[config.mk]
export PLATFORM = sky130hd
export DESIGN_NAME = counter_param_flat
export DESIGN_NICKNAME = d
export VERILOG_FILES = /design/src/rtl/counter_param_if.sv /design/src/rtl/counter_param.sv /design/src/flat_wrapper.sv
export SDC_FILE = /design/constraint.sdc
export NUM_CORES = 1
export LEC_CHECK = 0
export BUFFER_PORTS_ARGS = -buffer_cell sky130_fd_sc_hd__buf_2
export CAP_MARGIN = 20
export CORE_ASPECT_RATIO = 0.6
export CORE_UTILIZATION = 45
export CTS_CLUSTER_DIAMETER = 60
export DETAILED_ROUTE_END_ITERATION = 12
export PLACE_DENSITY = 0.79
export SLEW_MARGIN = 20
export SYNTH_ARGS = -nofsm -noshare
export SYNTH_HDL_FRONTEND = slang
export SYNTH_SLANG_ARGS = --single-unit
[constraint.sdc]
create_clock -name clk -period 3.36 [get_ports clk]
set_clock_uncertainty 0.1 [all_clocks]
set_input_delay 0.168 -clock clk [delete_from_list [all_inputs] [get_ports clk]]
set_output_delay 0.168 -clock clk [all_outputs]
set_load 0.01 [all_outputs]
[src/rtl/counter_param_if.sv]
// rtl/counter_param_if.sv - control and status bundle for counter_param.
interface counter_param_if #(
   parameter int unsigned WIDTH = 64
);
   logic             en;
   logic             up;
   logic             clr;
   logic             load;
   logic [WIDTH-1:0] load_val;
   logic             ovf_clr;
   logic [WIDTH-1:0] y;
   logic             tc;
   logic             ovf;

   modport master (
      output en, up, clr, load, load_val, ovf_clr,
      input  y, tc, ovf
   );

   modport slave (
      input  en, up, clr, load, load_val, ovf_clr,
      output y, tc, ovf
   );
endinterface

[src/rtl/counter_param.sv]
// rtl/counter_param.sv - parametrised up/down counter with step, modulus, wrap/saturate,
// terminal-count pulse and sticky overflow flag.
module counter_param #(
   parameter int unsigned      WIDTH     = 64,
   parameter logic [WIDTH-1:0] STEP      = WIDTH'(1),
   parameter logic [WIDTH-1:0] MAX_VAL   = {WIDTH{1'b1}},
   parameter bit               SATURATE  = 1'b0,
   parameter logic [WIDTH-1:0] RESET_VAL = '0
) (
   input  logic           clk,
   input  logic           rst_n,
   counter_param_if.slave bus
);

   // One extra bit keeps y+STEP and the modulus MAX_VAL+1 exact at WIDTH=64.
   localparam logic [WIDTH:0] MAX_X  = {1'b0, MAX_VAL};
   localparam logic [WIDTH:0] STEP_X = {1'b0, STEP};
   localparam logic [WIDTH:0] MOD_X  = MAX_X + 1'b1;

   logic [WIDTH-1:0] y_q, y_d;
   logic             tc_q, tc_d;
   logic             ovf_q, ovf_d;

   logic [WIDTH:0]   y_x;
   logic [WIDTH:0]   load_x;
   logic [WIDTH:0]   nxt_x;
   logic             event_w;

   always_comb begin
      y_x     = {1'b0, y_q};
      load_x  = {1'b0, bus.load_val};
      nxt_x   = y_x;
      event_w = 1'b0;

      if (bus.clr) begin
         nxt_x = '0;
      end else if (bus.load) begin
         nxt_x = (load_x > MAX_X) ? MAX_X : load_x;
      end else if (bus.en) begin
         if (bus.up) begin
            if (y_x <= MAX_X - STEP_X) begin
               nxt_x = y_x + STEP_X;
            end else begin
               event_w = 1'b1;
               nxt_x   = SATURATE ? MAX_X : (y_x + STEP_X - MOD_X);
            end
         end else begin
            if (y_x >= STEP_X) begin
               nxt_x = y_x - STEP_X;
            end else begin
               event_w = 1'b1;
               nxt_x   = SATURATE ? '0 : (y_x + MOD_X - STEP_X);
            end
         end
      end

      y_d   = nxt_x[WIDTH-1:0];
      tc_d  = event_w;
      // A new boundary event beats a same-cycle clear request.
      ovf_d = event_w | (ovf_q & ~bus.ovf_clr);
   end

   always_ff @(posedge clk or negedge rst_n) begin
      if (!rst_n) begin
         y_q   <= RESET_VAL;
         tc_q  <= 1'b0;
         ovf_q <= 1'b0;
      end else begin
         y_q   <= y_d;
         tc_q  <= tc_d;
         ovf_q <= ovf_d;
      end
   end

   assign bus.y   = y_q;
   assign bus.tc  = tc_q;
   assign bus.ovf = ovf_q;

   a_y_range : assert property (@(posedge clk) disable iff (!rst_n)
      y_q <= MAX_VAL);

   a_next_range : assert property (@(posedge clk) disable iff (!rst_n)
      nxt_x <= MAX_X);

   a_tc_ovf : assert property (@(posedge clk) disable iff (!rst_n)
      tc_q |-> ovf_q);

   a_no_x : assert property (@(posedge clk) disable iff (!rst_n)
      !$isunknown({y_q, tc_q, ovf_q}));

   generate
      if (STEP == WIDTH'(1) && MAX_VAL == {WIDTH{1'b1}} && !SATURATE) begin : g_free_run
         a_incr : assert property (@(posedge clk) disable iff (!rst_n)
            (bus.en && bus.up && !bus.clr && !bus.load) |=> (y_q == $past(y_q) + 1'b1));
      end
   endgenerate

endmodule

[src/flat_wrapper.sv]
// flat-port wrapper written by rule: the top's interface ports become plain ports
module counter_param_flat 
#(
   parameter int unsigned      WIDTH     = 64,
   parameter logic [WIDTH-1:0] STEP      = WIDTH'(1),
   parameter logic [WIDTH-1:0] MAX_VAL   = {WIDTH{1'b1}},
   parameter bit               SATURATE  = 1'b0,
   parameter logic [WIDTH-1:0] RESET_VAL = '0
)
  (clk, rst_n, bus_en, bus_up, bus_clr, bus_load, bus_load_val, bus_ovf_clr, bus_y, bus_tc, bus_ovf);
  counter_param_if #(.WIDTH(WIDTH)) bus_i ();
  input  logic clk;
  input  logic rst_n;
  input wire logic [$bits(bus_i.en)-1:0] bus_en;
  input wire logic [$bits(bus_i.up)-1:0] bus_up;
  input wire logic [$bits(bus_i.clr)-1:0] bus_clr;
  input wire logic [$bits(bus_i.load)-1:0] bus_load;
  input wire logic [$bits(bus_i.load_val)-1:0] bus_load_val;
  input wire logic [$bits(bus_i.ovf_clr)-1:0] bus_ovf_clr;
  output wire logic [$bits(bus_i.y)-1:0] bus_y;
  output wire logic [$bits(bus_i.tc)-1:0] bus_tc;
  output wire logic [$bits(bus_i.ovf)-1:0] bus_ovf;
  assign bus_i.en = bus_en;
  assign bus_i.up = bus_up;
  assign bus_i.clr = bus_clr;
  assign bus_i.load = bus_load;
  assign bus_i.load_val = bus_load_val;
  assign bus_i.ovf_clr = bus_ovf_clr;
  assign bus_y = bus_i.y;
  assign bus_tc = bus_i.tc;
  assign bus_ovf = bus_i.ovf;
  counter_param #(.WIDTH(WIDTH), .STEP(STEP), .MAX_VAL(MAX_VAL), .SATURATE(SATURATE), .RESET_VAL(RESET_VAL)) u_core (.clk(clk), .rst_n(rst_n), .bus(bus_i));
endmodule
=== Word level (Yosys, flattened, before mapping) ===
Cells that the tools add are included.

* Register bits: 66
* Input port bits: 71
* Output and inout port bits: 66

* Add/sub/neg operators: 5
* Magnitude comparators: 2
* Mux-type cells: 12
* Bitwise operators: 3
* Reduce and logical (&&, ||, !) cells: 1

{| class="wikitable"
|+ Operator list
! kind !! count
|-
| 2-to-1 mux 64 bit || 6
|-
| subtractor 64 x 1 -> 64 bit, second input constant || 3
|-
| adder 64 x 1 -> 64 bit, second input constant || 2
|-
| >= comparator 64 x 1 -> 1 bit, second input constant || 1
|-
| <= comparator 64 bit, second input constant || 1
|-
| 2-to-1 mux 1 bit || 6
|-
| nonzero test 3 bit || 1
|-
| bitwise AND 1 bit || 1
|-
| NOT 1 bit || 1
|-
| OR 1 bit || 1
|}

=== Longest topological paths before layout ===
* Depth after elaboration: 7
* Mapped depth: 10

=== Worst setup path before layout ===
OpenSTA, ideal clock, no wires.

* Path type: register to register
* Start: register u_core.y_q[1], in the netlist u_core.bus.y[1]
* End: register u_core.y_q[42], in the netlist u_core.bus.y[42]
* Arrival: 2.668 ns
* Setup slack: 0.498 ns
* Cell stages (with the launch flop): 10
* Buffers on the path: 2
* Period minus slack after synthesis: 2.862 ns
* Cell sequence: dfrtp_1 > inv_1 > ha_1 > or4b_1 > clkbuf_1 > or4_1 > buf_2 > o32ai_2 > a31oi_1 > a221oi_2

* Longest elaborated chain between the ends: 7

{| class="wikitable"
|+ RTL lines
! element !! RTL line !! text
|-
| start: declaration || counter_param.sv:20 || <nowiki>logic [WIDTH-1:0] y_q, y_d;</nowiki>
|-
| start signal: assignment || counter_param.sv:69 || <nowiki>y_q <= y_d;</nowiki>
|-
| adder 64 x 1 -> 64 bit, on equally long branches || counter_param.sv:52, counter_param.sv:42, counter_param.sv:45 ||
|-
| subtractor 64 x 1 -> 64 bit, on equally long branches || counter_param.sv:52, counter_param.sv:45 ||
|-
| 2-to-1 mux 64 bit, on equally long branches || counter_param.sv:48, counter_param.sv:41 ||
|-
| 2-to-1 mux 64 bit * || counter_param.sv:40 || <nowiki>if (bus.up) begin</nowiki>
|-
| 2-to-1 mux 64 bit * || counter_param.sv:39 || <nowiki>end else if (bus.en) begin</nowiki>
|-
| 2-to-1 mux 64 bit * || counter_param.sv:37 || <nowiki>end else if (bus.load) begin</nowiki>
|-
| 2-to-1 mux 64 bit * || counter_param.sv:35 || <nowiki>if (bus.clr) begin</nowiki>
|}

Every way passes the cells marked *; elsewhere a longest branch is shown, timed or not. The select of a mux whose other input is x is not followed.
A chain may end at the register's enable or synchronous reset.

=== Final worst setup path ===
Same ends and word-level chain as after synthesis.

==> reports/metrics.yaml <==
timing:
  finalCritPeriodShare: 0.938
  hold_viol: 0
  setup_violations: 0
  fin_tns_setup_ps: 0
  fmax_mhz: 317
  worst_slew_pin_slew_ps: 768
  slew_headroom: 0.488
  slew_violations: 0
  grt_setup_unrepaired: "false"
  whs_ps: 0.538
  post-route-min-period_ps: 3150
power:
  power.total_mw: 2.58
  p_per_area_nw_per_um2: 338
  power_leakage_nw: 3.18
  vdd_drop_max_v: 0.000241
grt:
  grt_max_degree: 57
  grt_pass1_vias: 6692
  grt-ovfl-total: 0
  grtUsageTotal: 0.380
  grt_pass1_wl_mm: 38.8
  grt_antenna_before_repair: 0
synthesis:
  synth_edf_count: 0
  yosys.cell_types.count: 69
  synth_top_area_cell: "dfrtp_1"
  syn_nets: 849
  synthArstFlopShare: 1.00
  netlist_instances: 774
  synth.most_common_cell: "nor2_1"
  ys_ff_latch: 66
  syn_avg_cell_area_um2: 7.59
  synthTopCellsByArea: "dfrtp_1 28%, nand4_1 5.2%, nor2_1 4.7%, nor3_1 4.3%, nor4_1 4.3%"
  syn_area_um2: 5880
  synthTopCellsByCount: "73 x nor2_1, 66 x dfrtp_1, 63 x nand2_1"
  synth_flop_cell: "dfrtp_1"
  yosysTopAreaCellShare: 0.281
  ys_warn_count: 0
  ys_seq_area_frac: 0.281
cells_and_area:
  final_area_um2: 7630
  drive_above_1_share: 0.239
  fillerInstances: 1153
  nNetsFinal: 1027
  antenna_cells: 0
  area_delta_synth_final_pct: 29.8
  final_cells: 1122
critical_path:
  critical_path_class: "reg2reg"
  cp-end-kind: "flip-flop"
  r2r_start: "u_core.bus.y[1]"
  path_max_fanout: 7
  r2r_cells: 7
  cp_slowest_cell: "or4_1"
  worst_setup_path_start_kind: "flip-flop"
  reg2reg_slack_ps: 210
  cp_cell_sequence: "inv_1, ha_1, or4b_1, or4_1, o32ai_2, a31oi_1, a221oi_2"
  r2r-end: "u_core.bus.y[42]"
  slowest_delay_ps: 760
  cp_data_required_time_ps: 3510
  cp.arrival_ps: 3300
die:
  die_x_um: 150
  die_area_um2: 13500
  rows: 31
  design.core.area_um2: 12400
  dieHeight_um: 90.5
  ios: 137
  initial_core_util: 0.475
route:
  vias: 7401
  dr.pass1.iters: 6
  wl_mm: 25.2
  ant_nets: 0
  drt_first_iter_violations: 1065
  vias_per_cell: 6.60
  avgRoutedWirePerCell_um: 22.5
  drc: 0
outcome:
  outcome: "finished, final reports clean"
clock_tree:
  cts_resized: 0
  post_cts_buffers: 0
  insertion_delay_ps: 340
  clkTransAtPathRegs_ps: 60
  clockBufferDepth: 2
  numCtsBuffers: 9
  cts.root.buffer_cell: "clkbuf_16"
  numClockSinks: 66
  cts_htree_levels: 3
  cts_tree: "built"
job:
  drv_cap: 0
hold_path:
  hold_start: "bus_load_val[13]"
  min_to: "u_core.bus.y[13]"
  worst_hold_path_type: "in2reg"
  hold-path-cell-count: 3
placement:
  dp.cells: 1066
  gp_congestion: 1.08
  place_hpwl_mm: 19.0
  io_buffers: 136
  placed_area_um2: 6940
kinds of logic (layout without fill, tap and decap cells):
group	after synthesis	after routing	share of synthesized area
simple gates	427	427	0.396
compound gates	142	142	0.180
buf+inv	84	267	0.0556
flops	66	66	0.281
xor+xnor	39	39	0.0581
mux	12	12	0.0209
fa+ha+maj	4	4	0.00852
per-stage QoR:
step	setup WS, ps	util
final	209	0.617
after global placement	391	0.561
after detailed placement	254	0.561
after CTS	244	0.617
after floorplan	498	-
after global routing	84.6	0.617
routing by layer:
layer | global-route usage | share of wire | vias to the layer above
li1 | - | - | 3310
met4 | 0.0910 | 0.017 | 0
met3 | 0.159 | 0.16 | 55
met1 | 0.584 | 0.45 | 3455
met2 | 0.467 | 0.37 | 581
met5 | 0 | 0 | -
timing repair:
action / CTS / global route
setup endpoints to repair: 0 / 0
endpoints found under the hold margin: 71 / 0
hold buffers: 40 / 0
cell usage in the layout (no fill, tap or decap), types with 5 or more instances in the layout:
master         netlist  routed
xor2_1              17      17
buf_4                0      59
buf_2                8     136
nor4_1              40      40
and4_1               8       8
a211oi_1            25      25
nand2_1             63      63
mux2i_1             10      10
or4_1               13      13
xnor2_1             22      22
clkbuf_16            0       9
nand4_1             49      49
a22o_1               5       5
and3_1              20      20
nor2_1              73      73
nor3_1              50      50
inv_1               16      15
o21ai_0             24      24
a21oi_1             26      26
dfrtp_1             66      66
a211o_1              8       8
dlygate4sd3_1        0      40
nand3_1             45      45
o211a_1              5       5
and2_1               8       8
o2111a_1             8       8
or3_1               23      23
nor2b_1              6       6
worst max-delay path, delay by kind of cell, from the launching register on:
| kind | cells | cell delay (ps) |
|---|---|---|
| compound gates | 3 | 920 |
| fa+ha+maj | 1 | 220 |
| buf+inv | 1 | 120 |
| flops | 1 | 380 |
| simple gates | 2 | 1320 |
area by class of cell:
cell class	instances	area [um2]	share of cell area
sequential	66	1650	0.216
clock buffer	11	233	0.0305
timing repair buffer	235	1520	0.200
clock inverter	5	55.1	0.00722
inverter	16	60.1	0.00787
multi-input combinational	624	3900	0.511
tap	165	206	0.0271
worst max-delay path by stage:
stage / from / endpoint / slack (ps) / cells past startpoint
after floorplan: u_core.bus.y[1] / u_core.bus.y[42] / 500 / 9
after global placement: u_core.bus.y[1] / u_core.bus.y[42] / 390 / 7
after detailed placement: u_core.bus.y[1] / u_core.bus.y[42] / 250 / 7
after CTS: u_core.bus.y[1] / u_core.bus.y[42] / 240 / 7
after global routing: u_core.bus.y[1] / u_core.bus.y[42] / 80 / 7
final: u_core.bus.y[1] / u_core.bus.y[42] / 210 / 7
where the power goes:
group	switching, mW	internal (mW)
Combinational	0.394	0.274
Sequential	0.105	0.845
Clock	0.388	0.573
Total	0.887	1.69
sequential cells by signal (all words and copies together) (netlist names):
name / count
u_core.bus.tc: 1
u_core.bus.ovf: 1
u_core.bus.y: 64
Power figures use the tool's default switching activity.
